===== config.mk =====
export PLATFORM = sky130hd
export DESIGN_NAME = gray_codec_fifo
export DESIGN_NICKNAME = d
export VERILOG_FILES = /design/src/rtl/gray_codec_fifo_pkg.sv /design/src/rtl/gray_codec.sv /design/src/rtl/gray_codec_fifo.sv
export SDC_FILE = /design/constraint.sdc
export NUM_CORES = 1
export LEC_CHECK = 0
export BUFFER_PORTS_ARGS = -buffer_cell sky130_fd_sc_hd__buf_2
export CORE_MARGIN = 2
export CORE_UTILIZATION = 54
export CTS_CLUSTER_SIZE = 40
export DETAILED_ROUTE_END_ITERATION = 10
export PLACE_DENSITY = 0.73
export SKIP_LAST_GASP = 1
export SLEW_MARGIN = 20
export SYNTH_ARGS = -nofsm -noshare
export SYNTH_HDL_FRONTEND = slang
export SYNTH_SLANG_ARGS = --single-unit

===== constraint.sdc =====
create_clock -name clk -period 2.4 [get_ports clk]
set_input_delay 0.48 -clock clk [delete_from_list [all_inputs] [get_ports clk]]
set_output_delay 0.48 -clock clk [all_outputs]
set_load 0.05 [all_outputs]

===== src/rtl/gray_codec_fifo_pkg.sv =====
// gray_codec_fifo_pkg: register map, bit positions and conversion mode shared by the FIFO peripheral
package gray_codec_fifo_pkg;
    localparam logic [2:0] ADDR_DATA   = 3'd0;
    localparam logic [2:0] ADDR_CTL    = 3'd1;
    localparam logic [2:0] ADDR_STAT   = 3'd2;
    localparam logic [2:0] ADDR_THRESH = 3'd3;
    localparam logic [2:0] ADDR_LEVEL  = 3'd4;
    localparam int STAT_EMPTY = 0;
    localparam int STAT_FULL  = 1;
    localparam int STAT_OVF   = 2;
    localparam int STAT_UNF   = 3;
    localparam int CTL_MODE  = 0;
    localparam int CTL_CLEAR = 1;
    typedef enum logic {MODE_B2G = 1'b0, MODE_G2B = 1'b1} mode_t;
endpackage


===== src/rtl/gray_codec.sv =====
// gray_codec: combinational binary->Gray or Gray->binary conversion of one word
module gray_codec
    import gray_codec_fifo_pkg::*;
#(
    parameter int DW = 8
) (
    input  logic [DW-1:0] in,
    input  mode_t         mode,
    output logic [DW-1:0] out
);
    logic [DW-1:0] bin;
    // Gray->binary: each bit is the XOR of itself and every bit above it
    always_comb begin
        bin = in;
        for (int i = 1; i < DW; i++) bin = bin ^ (in >> i);
    end
    assign out = (mode == MODE_G2B) ? bin : in ^ (in >> 1);
endmodule


===== src/rtl/gray_codec_fifo.sv =====
// gray_codec_fifo: register-mapped FIFO that Gray-encodes or decodes each pushed word
module gray_codec_fifo
    import gray_codec_fifo_pkg::*;
#(
    parameter int DW    = 8,
    parameter int DEPTH = 8
) (
    input  logic          clk,
    input  logic          rst_n,
    input  logic          enable,
    input  logic [2:0]    addr,
    input  logic          write,
    input  logic          read,
    input  logic [DW-1:0] wdata,
    output logic [DW-1:0] rdata,
    output logic          resp,
    output logic          irq
);
    localparam int AW = $clog2(DEPTH);
    localparam int LW = AW + 1;

    logic [DW-1:0] mem [DEPTH];
    logic [AW-1:0] wr_ptr, rd_ptr;
    logic [LW-1:0] level, level_next, thresh;
    logic [DW-1:0] conv;
    mode_t         mode;
    logic          ovf, unf;

    gray_codec #(.DW(DW)) u_codec (.in(wdata), .mode(mode), .out(conv));

    logic wr, rd, push, pop, empty, full, push_ok, pop_ok, clear, ctl_wr;
    assign wr      = enable && write;
    assign rd      = enable && read;
    assign push    = wr && addr == ADDR_DATA;
    assign pop     = rd && addr == ADDR_DATA;
    assign empty   = level == '0;
    assign full    = level == LW'(DEPTH);
    assign push_ok = push && (!full || pop);
    assign pop_ok  = pop && !empty;
    assign ctl_wr  = wr && addr == ADDR_CTL;
    assign clear   = ctl_wr && wdata[CTL_CLEAR];
    assign level_next = clear ? '0 :
                        (push_ok && !pop_ok) ? level + LW'(1) :
                        (!push_ok && pop_ok) ? level - LW'(1) : level;

    // error response for reserved/read-only writes, dropped pushes and empty pops
    assign resp = enable && ((addr > ADDR_LEVEL && (read || write)) ||
                  (write && (addr == ADDR_STAT || addr == ADDR_LEVEL)) ||
                  (push && full && !pop) || (pop && empty));

    // combinational register read; DATA shows the head entry without popping
    always_comb begin
        rdata = '0;
        if (enable) begin
            case (addr)
                ADDR_DATA:   rdata = empty ? '0 : mem[rd_ptr];
                ADDR_CTL:    rdata[CTL_MODE] = mode;
                ADDR_STAT: begin
                    rdata[STAT_EMPTY] = empty;
                    rdata[STAT_FULL]  = full;
                    rdata[STAT_OVF]   = ovf;
                    rdata[STAT_UNF]   = unf;
                end
                ADDR_THRESH: rdata = DW'(thresh);
                ADDR_LEVEL:  rdata = DW'(level);
                default:     rdata = '0;
            endcase
        end
    end

    // storage needs no reset; entries are only visible through the level count
    always_ff @(posedge clk) begin
        if (push_ok) mem[wr_ptr] <= conv;
    end

    // pointers, level, control registers, sticky flags and registered interrupt
    always_ff @(posedge clk or negedge rst_n) begin
        if (!rst_n) begin
            wr_ptr <= '0;
            rd_ptr <= '0;
            level  <= '0;
            thresh <= '0;
            mode   <= MODE_B2G;
            ovf    <= 1'b0;
            unf    <= 1'b0;
            irq    <= 1'b0;
        end else begin
            level <= level_next;
            irq   <= (thresh != '0) && (level_next >= thresh);
            if (ctl_wr) mode <= mode_t'(wdata[CTL_MODE]);
            if (wr && addr == ADDR_THRESH) thresh <= LW'(wdata);
            if (clear) begin
                wr_ptr <= '0;
                rd_ptr <= '0;
                ovf    <= 1'b0;
                unf    <= 1'b0;
            end else begin
                if (push_ok) wr_ptr <= wr_ptr + AW'(1);
                if (pop_ok) rd_ptr <= rd_ptr + AW'(1);
                if (push && full && !pop) ovf <= 1'b1;
                if (pop && empty) unf <= 1'b1;
            end
        end
    end
endmodule


-- Word-level counts from Yosys, hierarchy flattened
Memories as Yosys holds them, arrays and structs flattened.
Index checks and enable logic that the tools add are counted.
- register bits: 18
- RAM bits: 64
- bits of input ports: 16
- output and inout port bits: 10
- word-level logic and storage cells: 82
- memories kept: 1
- $add $sub $neg: 4
- magnitude comparators: 2
- eq/ne operators: 5
- muxes and demuxes: 19
- bitwise operators: 7
- reductions and logical operators: 36
- memory list (memory ; words ; bits a word ; read ports ; clocked after memory_dff ; wr ports ; line ; RTL):
    mem ; 8 ; 8 ; 1 ; 0 ; 1 ; gray_codec_fifo.sv:22 ; logic [DW-1:0] mem [DEPTH];
- operator list (operator ; count):
    two-way mux 8 bit ; 3
    logical AND 1 bit ; 18
    two-way mux 4 bit ; 4
    two-way mux 3 bit ; 4
    one-hot mux 3 bit (4 select lines) ; 1
    nonzero test 2 bit ; 4
    bitwise XOR 8 x 1 -> 8 bit ; 1
    bitwise XOR 8 x 2 -> 8 bit ; 1
    bitwise XOR 8 x 3 -> 8 bit ; 1
    bitwise XOR 8 x 4 -> 8 bit ; 1
    bitwise XOR 8 x 5 -> 8 bit ; 1
    bitwise XOR 8 x 6 -> 8 bit ; 1
    bitwise XOR 8 x 7 -> 8 bit ; 1
    adder 3 x 1 -> 3 bit (second input constant) ; 2
    == test 3 x 2 -> 1 bit (second input constant) ; 2
    logical OR 1 bit ; 6
    two-way mux 1 bit ; 6
    zero test 1 bit ; 5
    one-hot mux 1 bit (5 select lines) ; 1
    adder 4 x 1 -> 4 bit (second input constant) ; 1
    == test 4 bit (second input constant) ; 1
    >= comparator 4 bit ; 1
    zero test 4 bit ; 1
    nonzero test 4 bit ; 1
    other kinds (5) ; 5

-- Longest topological paths before layout
Gate-level depths: netlist of the first run.
- depth after elaboration: 11
- depth in mapped cells: 14
- gate-level depth less buffers: 13

-- Modules after synthesis
From an unflattened synthesis of the first run, not the netlist that was laid out.
- cell total of the unflattened synthesis: 269
- area, all modules: 3955.0 µm²
- by module, submodules not included (module ; times used ; cells an instance ; area each (µm²) ; seq. area each (µm²)):
    gray_codec_fifo ; 1 ; 242 ; 3734.8 ; 2372.3
    gray_codec ; 1 ; 27 ; 220.2 ; 0.0

-- Worst setup path before layout of the first run
No wires, ideal clock.
- path kind: input to output
- start: input addr[1]
- end: output rdata[0]
- arrival time: 2.236 ns
- required time: 1.920 ns
- setup slack: -0.316 ns
- stages on the path: 4
- buffers on the path: 1
- path through: buf_6 > nor4b_4 > nand2_1 > o21ai_0
- word-level cells in the longest chain between the ends: 3
- RTL lines (what ; line ; RTL):
    start: declaration ; gray_codec_fifo.sv:11 ; input logic [2:0] addr,
    == test 3 bit, or another cell as far along ; gray_codec_fifo.sv:55 ; case (addr)
    one-hot mux 1 bit (5 select lines) * ; gray_codec_fifo.sv:55 ;
    two-way mux 8 bit * ; gray_codec_fifo.sv:54 ; if (enable) begin
    end: declaration ; gray_codec_fifo.sv:15 ; output logic [DW-1:0] rdata,
Every way passes the cells marked *; elsewhere a longest branch is shown, timed or not.

-- Worst setup path after layout of the first run
- start: register level[0]
- end: register irq
- word-level cells in the longest chain between the ends: 11
- RTL lines (what ; line ; RTL):
    start: declaration ; gray_codec_fifo.sv:24 ; logic [LW-1:0] level, level_next, thresh;
    start signal: assignment ; gray_codec_fifo.sv:88 ; level <= level_next;
    == test 4 bit ; gray_codec_fifo.sv:37 ; assign full = level == LW'(DEPTH);
    zero test 1 bit ; gray_codec_fifo.sv:38 ; assign push_ok = push && (!full || pop);
    logical OR 1 bit ; gray_codec_fifo.sv:38 ;
    logical AND 1 bit ; gray_codec_fifo.sv:38 ;
    zero test 1 bit ; gray_codec_fifo.sv:44 ; (!push_ok && pop_ok) ? level - LW'(1) : level;
    logical AND 1 bit ; gray_codec_fifo.sv:44 ;
    two-way mux 4 bit ; gray_codec_fifo.sv:44 ;
    two-way mux 4 bit * ; gray_codec_fifo.sv:43 ; (push_ok && !pop_ok) ? level + LW'(1) :
    two-way mux 4 bit * ; gray_codec_fifo.sv:42 ; assign level_next = clear ? '0 :
    >= comparator 4 bit * ; gray_codec_fifo.sv:89 ; irq <= (thresh != '0) && (level_next >= thresh);
    logical AND 1 bit * ; gray_codec_fifo.sv:89 ;
    end signal: assignment ; gray_codec_fifo.sv:89 ;
    end: declaration ; gray_codec_fifo.sv:17 ; output logic irq
Marks and branches as above.
A chain may end at the register's enable or synchronous reset.

==> results by group, run 1 <==
Clock tree
  – CTS tree: built
  – Clk buf depth: 2
  – Clock root buffer master: clkbuf_8
  – CTS clk-pin slew, worst paths: ~0.090 ns
  – H-tree depth: 3
  – Later-pin clock latency in the skew report: between 0.3 and 0.4 ns
  – Num Clock Sinks: 82
  – TritonCTS buffer count: 9

Synthesis
  – Register area share after synthesis: approximately three fifths
  – Yosys warning count: 0
  – Predominant post-synthesis flop cell: edfxtp_1
  – Cell variety after synth: 41
  – Yosys reg bits: 82
  – Syn_area_per_cell: 14.31 um2
  – Post-synth EDFFs: 64
  – Syn_nets: 298
  – Synth async-reset ratio: a little over a fifth
  – Synthesized area: just under 4000 um2
  – Cells after Synth: 273

Global route
  – Initial antenna violation count: 0
  – First-pass GRT wire length: 12.67 mm
  – GR Overflow Total: 0
  – Tot GR Track Use: 22.31%
  – Vias in the first global route: about 2500
  – Largest net degree at the start of global routing: 19

Floorplan
  – IO Count: 26
  – Initial Util: 54.73%
  – Std-Cell Rows: 31
  – Die area: 7930 um2
  – Die Ht: 89.05 um
  – Die extent in x: 89.05 um
  – Core Box Area: 7137 um2

STA
  – Final worst path period share: 106.2%
  – Final hold viol count: 0
  – Final worst slack: -0.1486 ns
  – Max-slew headroom: 51.31%
  – Fmax: 392.4 MHz
  – Clk_skew: 0.01108 ns
  – Pins Over Slew Limit: 0
  – Setup TNS: -0.3530 ns
  – Min Clock Period, post-route: 2.549 ns
  – Final setup violation count: 6
  – Slew @ Worst Pin: 0.7251 ns
  – RSZ-0062 raised after global routing: true

Critical path
  – Max FO, Critical Path: 7
  – Crit path arrival time: 2.77 ns
  – Crit path required time: roughly 2.6 ns
  – Setup crit end kind: flop
  – Crit start category: flop
  – Critical path class: reg2reg
  – Worst Reg-to-Reg Cells: 13

Finish
  – Nets: 371
  – Number of diodes: 0
  – Share of cells above drive strength 1: 40.17%
  – Non-Filler Instances: 450
  – Fillers: just over 500
  – Area grow syn2layout: 26.01%

Job
  – Max-Cap Viols: 0

Power
  – P_leak: 1.847 nW
  – Pwr dens: between 900 and 1000 nW/um2
  – Max IR drop VDD: 0.5136 mV

Hold path
  – Worst min path class: in2async

Drt
  – Final WL: between 8 and 9 mm
  – Starting DRT DRC Count: roughly 140
  – DRT Pass-1 Iters: 4
  – DRC viols: 0
  – Vias/cell: roughly 5.6
  – WL/cell: about 18 um
  – Post-DRT Antenna Nets: 0
  – Vias: 2498

Place
  – DP Worst Slack: -0.2215 ns
  – RePlAce Congestion: roughly 0.86
  – IO Port Bufs: 25
  – Detailed Place HPWL: 5.540 mm
  – Placed Instances: 427

Status
  – Failing checks: negative setup slack
  – Status: complete, but fails checks
worst paths after layout:
kind / slack [ns] / to / start
setup / recovery: -0.15 / irq$_DFF_PN0_ / level[0]$_DFF_PN0_
hold / removal: 0.06 / irq$_DFF_PN0_ / rst_n
setup reg to reg: -0.15 / irq$_DFF_PN0_ / level[0]$_DFF_PN0_
hold reg to reg: 0.51 / unf$_DFFE_PN0P_ / unf$_DFFE_PN0P_
max in group asynchronous: 2.03 / rd_ptr[0]$_DFFE_PN0P_ / rst_n
min in group clk: 0.41 / mode$_DFFE_PN0N_ / wdata[0]
report_power, final:
part / internal [mW] / leakage [nW] / switching, mW
sequential: 1.71 / 0.800 / 0.136
clock: 0.608 / 0.114 / 0.525
combinational: 0.822 / 0.933 / 0.752
worst max-delay path, stage by stage, from the launching register on:
cell and delay, ns:
dfrtp_1 0.39, inv_2 0.08, ha_4 0.13, and4bb_2 0.23, and3b_2 0.27, xnor2_2 0.15
xnor2_1 0.20, nand2b_1 0.08, ha_1 0.28, nand2b_4 0.14, a21o_1 0.15, a21o_1 0.16
a21oi_2 0.11, nor2_1 0.05
stage by stage:
| step | utilization, % | power, mW | hold WS, ns | instance area, um2 |
|---|---|---|---|---|
| 2_1_floorplan | - | 2.749 | 0.1844 | 3949 |
| 3_3_place_gp | 62.34 | 3.144 | 0.4334 | 4449 |
| 3_5_place_dp | 62.34 | 3.175 | 0.4350 | 4449 |
| 4_1_cts | 68.41 | 4.520 | 0.04761 | 4882 |
| 5_1_grt | 68.97 | 4.775 | 0.07191 | 4922 |
| 6_report | 68.97 | 4.551 | 0.05571 | 4922 |
Yosys cell counts (8+ instances only):
cell	instances	area share [%]
ha_1	9	2.9
nand2_1	20	1.9
nor2_1	19	1.8
nor3_1	8	1.0
dfrtp_1	18	12
xor2_1	13	2.9
o21ai_0	9	1.2
mux2i_1	12	3.1
mux4_2	16	9.2
xnor2_1	10	2.2
edfxtp_1	64	49
cells by family after synthesis:
logic type                 Yosys count  synth area share [%]
and+or+nand+nor                     80                 11.24
DFF                                 82                 60.73
adders and majority gates            9                 2.883
xor gates and xnor gates            23                 5.157
muxes                               30                 12.88
buffers and inverters               20                 2.723
AOI/OAI and AO/OA                   29                 4.388
layout make-up:
| cell class | count | area [um2] | area share (%) |
|---|---|---|---|
| multi-input cells | 171 | 1562 | 31.72 |
| flip-flops and latches | 82 | 2374 | 48.22 |
| inverters | 7 | 26.28 | 0.5338 |
| repair buffers | 75 | 605.6 | 12.30 |
| well taps | 99 | 123.9 | 2.517 |
| clock buffers | 9 | 123.9 | 2.517 |
| clock inverters | 7 | 107.6 | 2.186 |
cells in the final DEF (no fill, tap or decap), types with 9 or more instances in the layout:
master,instances
buf_2,16
buf_4,45
buf_6,10
clkbuf_8,9
dfrtp_1,17
edfxtp_1,64
mux2i_1,10
mux4_2,16
nand2_1,19
nor2_1,15
xnor2_1,9
xor2_1,13
flip-flops by register name (all words and copies together), names as in the netlist:
register / cells
irq: 1
unf: 1
ovf: 1
wr_ptr: 3
mode: 1
level: 4
rd_ptr: 3
thresh: 4
mem: 64
metal layers:
metal  up-vias  GRT usage (%)  part of all wire [%]
met5         -              0                     0
met2        60          35.01                    50
met1      1258          31.79                    46
met3        10          3.509                   3.4
met4         0          8.684                   1.3
li1       1170              -                     -
timing repair:
item / 4_1_cts / 5_1_grt
gates cloned: 1 / 0
buffers inserted: 6 / 1
pin swaps: 9 / 7
gates resized for setup: 37 / 11
endpoints found under the hold margin: 0 / 0
hold buffers: 0 / 0
endpoints found under the setup margin: 10 / 10
No activity file was read; power rests on OpenSTA's default activity.
==> inputs of run 2 (changes only) <==
--- a/config.mk
+++ b/config.mk
@@ -6,12 +6,11 @@
 export NUM_CORES = 1
 export LEC_CHECK = 0
 export BUFFER_PORTS_ARGS = -buffer_cell sky130_fd_sc_hd__buf_2
-export CORE_MARGIN = 2
+export CORE_MARGIN = 1.5
 export CORE_UTILIZATION = 54
 export CTS_CLUSTER_SIZE = 40
 export DETAILED_ROUTE_END_ITERATION = 10
 export PLACE_DENSITY = 0.73
-export SKIP_LAST_GASP = 1
 export SLEW_MARGIN = 20
 export SYNTH_ARGS = -nofsm -noshare
 export SYNTH_HDL_FRONTEND = slang
==> results by group, run 2 (synthesis results as in run 1) <==
Status
  – Status: complete, but fails checks
  – Failing checks: negative setup slack

Power
  – P_leak: 1.842 nW
  – Flop pwr share: between 40% and 50%
  – Clock power frac: 20.3%
  – Sw frac: a little under a third
  – Comb power frac: 36.3%
  – Tot Pwr: 4.221 mW
  – Psw: 1.339 mW
  – Max IR drop VDD: 0.4465 mV
  – Pwr dens: 866.5 nW/um2
  – P_int: around 2.9 mW

Drt
  – Vias/cell: 5.429
  – DRT Pass-1 Iters: 4
  – Vias: 2454
  – Starting DRT DRC Count: 119
  – DRC viols: 0
  – Post-DRT Antenna Nets: 0
  – WL/cell: ~18 um
  – Final WL: approximately 8.0 mm

Global route
  – GR met2 Demand/Resource: between 30% and 40%
  – Initial antenna violation count: 0
  – Met3 usage: between 6 and 7%
  – Met1 usage in global routing: 34.00%
  – Grt peak-use layer: met2
  – Largest net degree at the start of global routing: 19
  – Vias in the first global route: approximately 2500
  – GR Overflow Total: 0
  – First-pass GRT wire length: 12.82 mm
  – Tot GR Track Use: 23.44%

Finish
  – Top reg by flops: mem
  – Area grow syn2layout: 24.70%
  – Commonest non-fill, non-tap cell in the layout: edfxtp_1
  – Fin area: 4871 um2
  – Largest regs: mem: 64 flops, level: 4 flops, thresh: 4 flops
  – Number of diodes: 0
  – Most frequent cells in the layout: edfxtp_1 (64), buf_4 (51), nand2_1 (20)
  – Max reg flops: 64
  – Fillers: between 500 and 600
  – Nets: 376
  – Non-Filler Instances: 452
  – Share of cells above drive strength 1: 40.17%

Place
  – Detailed Place HPWL: between 5 and 6 mm
  – Placed cell area: 4498 um2
  – Placed Instances: approximately 430
  – RePlAce Congestion: about 0.84
  – IO Port Bufs: 25
  – DP Worst Slack: -0.2349 ns

Clock tree
  – Clock root buffer master: clkbuf_8
  – Later-pin clock latency in the skew report: 0.34 ns
  – Clk buf depth: 2
  – CTS tree: built
  – H-tree depth: 3
  – Num Clock Sinks: 82
  – CTS clk-pin slew, worst paths: 0.08 ns
  – TritonCTS buffer count: 9

Floorplan
  – Die area: 7753 um2
  – Initial Util: 56.56%
  – Core Box Area: 6907 um2
  – Die extent in x: 88.05 um
  – IO Count: 26
  – Die Ht: roughly 88 um
  – Std-Cell Rows: 30

Critical path
  – Setup crit end kind: output pin
  – Crit start category: flop
  – Crit path required time: 1.92 ns
  – Critical path class: reg2out
  – Crit path arrival time: around 2 ns
  – Max FO, Critical Path: 3

Hold path
  – Worst min path class: in2async

STA
  – Final worst path period share: 104.5%
  – Min Clock Period, post-route: 2.509 ns
  – Fin Hold WS: 0.06338 ns
  – Pins Over Slew Limit: 0
  – RSZ-0062 raised after global routing: true
  – Max-slew headroom: 49.90%
  – Clk_skew: approximately 0.010 ns
  – Final setup violation count: 10
  – Slew @ Worst Pin: 0.7461 ns
  – Final hold viol count: 0
  – Final worst slack: -0.1092 ns
  – Fmax: roughly 400 MHz

Job
  – Max-Cap Viols: 0
## run 2: cell types whose count changed in the layout (fill, tap and decap cells not counted), moves of 2 or more
cell,before,now
clkinv_2,0,2
inv_8,2,0
buf_4,45,51
bufinv_16,2,0
a21oi_1,3,6
o21ai_1,3,1
a21oi_2,3,0
## run 2: worst paths after layout
path | from | endpoint | slack (ns) | cells past startpoint
setup / recovery | level[0]$_DFF_PN0_ | resp | -0.11 | 8
max in group asynchronous | rst_n | thresh[1]$_DFFE_PN0P_ | 2.04 | 1
min in group clk | wdata[1] | thresh[1]$_DFFE_PN0P_ | 0.41 | 3
setup reg to reg | level[0]$_DFF_PN0_ | irq$_DFF_PN0_ | -0.10 | 12
hold reg to reg | unf$_DFFE_PN0P_ | unf$_DFFE_PN0P_ | 0.52 | 2
hold / removal | rst_n | level[0]$_DFF_PN0_ | 0.06 | 1
## run 2: metal layers
layer / wire, um / share of wire [%] / vias up
met3: 498 / 6.2 / 6
met1: 3647 / 46 / 1189
li1: - / - / 1185
met5: 0 / 0 / -
met2: 3774 / 47 / 74
met4: 72 / 0.90 / 0
## run 2: power groups by stage
stage | Clock [mW] | Combinational (mW) | Sequential, mW
floorplan | 0 | 0.900 | 1.85
global placement | 0 | 1.32 | 1.85
detailed placement | 0 | 1.34 | 1.86
CTS | 0.888 | 1.52 | 1.83
global route | 0.945 | 1.68 | 1.85
finish | 0.858 | 1.53 | 1.83
## run 2: worst max-delay path, cell delays in order, from the launching register on
cell	delay, ns
dfrtp_1	0.39
inv_2	0.08
ha_4	0.14
or3b_4	0.39
buf_6	0.13
nor4_2	0.12
o21ai_1	0.11
a31oi_2	0.15
buf_6	0.18
## run 2: final cells by class
type	instances	area [um2]	share of cell area [%]
multi-input cells	171	1551	31.85
clock buffers	10	127.6	2.620
well taps	96	120.1	2.466
inverters	7	26.28	0.5394
flip-flops and latches	82	2372	48.70
repair buffers	80	630.6	12.95
clock inverters	6	42.54	0.8734
## run 2: stage by stage
step,TNS (ns),util (%)
2_1_floorplan,-0.2648,-
3_3_place_gp,-0.1731,65.13
3_5_place_dp,-0.2349,65.13
4_1_cts,-0.4458,70.22
5_1_grt,-1.597,70.53
6_report,-0.4964,70.53
## run 2: repair_timing
item | in CTS | in global routing
buffers inserted | 4 | 1
resized for setup | 37 | 3
pin swaps | 7 | 0
endpoints found under the setup margin | 10 | 10
hold buffers | 0 | 0
==> inputs of run 3 (changes only) <==
--- a/config.mk
+++ b/config.mk
@@ -8,9 +8,8 @@
 export BUFFER_PORTS_ARGS = -buffer_cell sky130_fd_sc_hd__buf_2
 export CORE_MARGIN = 1.5
 export CORE_UTILIZATION = 54
-export CTS_CLUSTER_SIZE = 40
 export DETAILED_ROUTE_END_ITERATION = 10
-export PLACE_DENSITY = 0.73
+export PLACE_DENSITY = 0.75
 export SLEW_MARGIN = 20
 export SYNTH_ARGS = -nofsm -noshare
 export SYNTH_HDL_FRONTEND = slang
==> results by group, run 3 (synthesis results as in run 1) <==
Power
  – Max IR drop VDD: 0.4639 mV
  – Tot Pwr: roughly 4.6 mW
  – Comb power frac: 37.7%
  – Sw frac: about a third
  – Flop pwr share: 41.0%
  – P_int: about 3 mW
  – Clock power frac: 21.3%
  – P_leak: about 1.9 nW
  – Pwr dens: 909.4 nW/um2
  – Psw: 1.544 mW

Floorplan
  – Die Ht: 88.05 um
  – Initial Util: a little under three fifths
  – Die area: 7753 um2
  – IO Count: 26
  – Core Box Area: 6907 um2
  – Std-Cell Rows: 30
  – Die extent in x: 88.05 um

Clock tree
  – CTS tree: built
  – Clk buf depth: 2
  – Clock root buffer master: clkbuf_8
  – CTS clk-pin slew, worst paths: 0.09 ns
  – TritonCTS buffer count: 9
  – Later-pin clock latency in the skew report: about 0.37 ns
  – # hold bufs at CTS: 0
  – H-tree depth: 3
  – Num Clock Sinks: 82

Global route
  – Met3 usage: under 10%
  – Largest net degree at the start of global routing: 19
  – GR Overflow Total: 0
  – First-pass GRT wire length: approximately 13 mm
  – Tot GR Track Use: 23.54%
  – Vias in the first global route: 2559
  – Met1 usage in global routing: 32.12%
  – Grt peak-use layer: met2
  – GR met2 Demand/Resource: 37.13%
  – Initial antenna violation count: 0

Finish
  – FF/Latch Area: 2375 um2
  – Most frequent cells in the layout: edfxtp_1 (64), buf_4 (52), nand2_1 (19)
  – Area taken by multi-input logic gates: 1637 um2
  – Largest regs: mem: 64 flops, level: 4 flops, thresh: 4 flops
  – Fillers: 460
  – Commonest non-fill, non-tap cell in the layout: edfxtp_1
  – Nets: 378
  – Area grow syn2layout: 28.16%
  – Top reg by flops: mem
  – Number of diodes: 0
  – Max reg flops: 64
  – Non-Filler Instances: 454
  – Share of cells above drive strength 1: 43.30%

STA
  – RSZ-0062 raised after global routing: true
  – Final worst path period share: 108.5%
  – Fmax: 383.9 MHz
  – Final setup violation count: 10
  – Min Clock Period, post-route: approximately 2.6 ns
  – Final worst slack: -0.2047 ns
  – Max-slew headroom: 50.71%
  – Slew @ Worst Pin: 0.7341 ns
  – Fin Hold WS: 0.03486 ns
  – Final hold viol count: 0
  – Pins Over Slew Limit: 0
  – Clk_skew: 0.01121 ns

Status
  – Status: complete, but fails checks
  – Failing checks: negative setup slack

Drt
  – DRT Pass-1 Iters: 4
  – DRC viols: 0
  – Post-DRT Antenna Nets: 0
  – Final WL: between 8 and 9 mm
  – WL/cell: 18.86 um
  – Starting DRT DRC Count: 182
  – Vias/cell: 5.718
  – Vias: 2596

Critical path
  – Crit start category: flop
  – Crit path arrival time: 2.12 ns
  – Crit path required time: 1.92 ns
  – Setup crit end kind: output pin
  – Max FO, Critical Path: 3
  – Critical path class: reg2out

Hold path
  – Worst min path class: in2async

Place
  – Placed Instances: 432
  – IO Port Bufs: 25
  – Detailed Place HPWL: 5.808 mm
  – RePlAce Congestion: 0.8216

Job
  – Max-Cap Viols: 0
[run 3: cell types whose count changed in the layout (fill, tap and decap cells not counted), moves of 3 or more]
| cell | delta |
|---|---|
| buf_8 | +4 |
| mux2i_1 | -4 |
| nor2_4 | +3 |
| nor2_2 | -3 |
| mux2i_2 | +3 |
[run 3: stage by stage]
step / TNS [ns] / util (%) / setup slack [ns] / area, um2
finish: -1.055 / 72.48 / -0.2047 / 5006
global route: -1.893 / 72.48 / -0.3158 / 5006
CTS: -0.5344 / 70.36 / -0.1669 / 4860
detailed placement: -0.2896 / 65.42 / -0.2662 / 4518
global placement: -0.1622 / 65.42 / -0.1622 / 4518
floorplan: -0.2648 / - / -0.1386 / 3949
[run 3: layer usage]
layer,routed length [um],share of wire [%]
met3,591,6.9
met2,4144,48
met4,212,2.5
met5,0,0
met1,3616,42
[run 3: final timing paths]
| path | end | startpoint | slack (ns) | cells after the start |
|---|---|---|---|---|
| min in group clk | thresh[0]$_DFFE_PN0P_ | wdata[0] | 0.38 | 2 |
| max reg2reg | irq$_DFF_PN0_ | level[0]$_DFF_PN0_ | -0.16 | 12 |
| max in group asynchronous | rd_ptr[0]$_DFFE_PN0P_ | rst_n | 2.04 | 1 |
| min reg2reg | unf$_DFFE_PN0P_ | unf$_DFFE_PN0P_ | 0.53 | 2 |
| max | resp | level[0]$_DFF_PN0_ | -0.20 | 8 |
| min | irq$_DFF_PN0_ | rst_n | 0.03 | 1 |
[run 3: worst max-delay path: stages (launching register included)]
cell and delay [ns]:
dfrtp_1 0.40, inv_2 0.08, ha_4 0.14, or3b_4 0.40
buf_6 0.14, nor4_4 0.11, o21ai_1 0.11, a31oi_2 0.20
buf_6 0.18
[run 3: area by class of cell]
class	count	share of cell area [%]
clock buffers	9	2.474
repair buffers	82	13.10
well taps	96	2.399
inverters	7	0.5249
multi-input cells	171	32.69
clock inverters	7	1.375
flip-flops and latches	82	47.44
[run 3: repair_timing]
action,in CTS,in global routing
endpoints found under the setup margin,10,10
pin swaps,5,9
setup buffers,3,4
gates resized for setup,39,26
[run 3: power groups by stage]
stage,Clock (mW),Combinational [mW],Sequential (mW)
floorplan,0,0.900,1.85
global placement,0,1.31,1.88
detailed placement,0,1.35,1.89
CTS,0.981,1.52,1.86
global route,1.04,1.86,1.88
finish,0.970,1.72,1.87
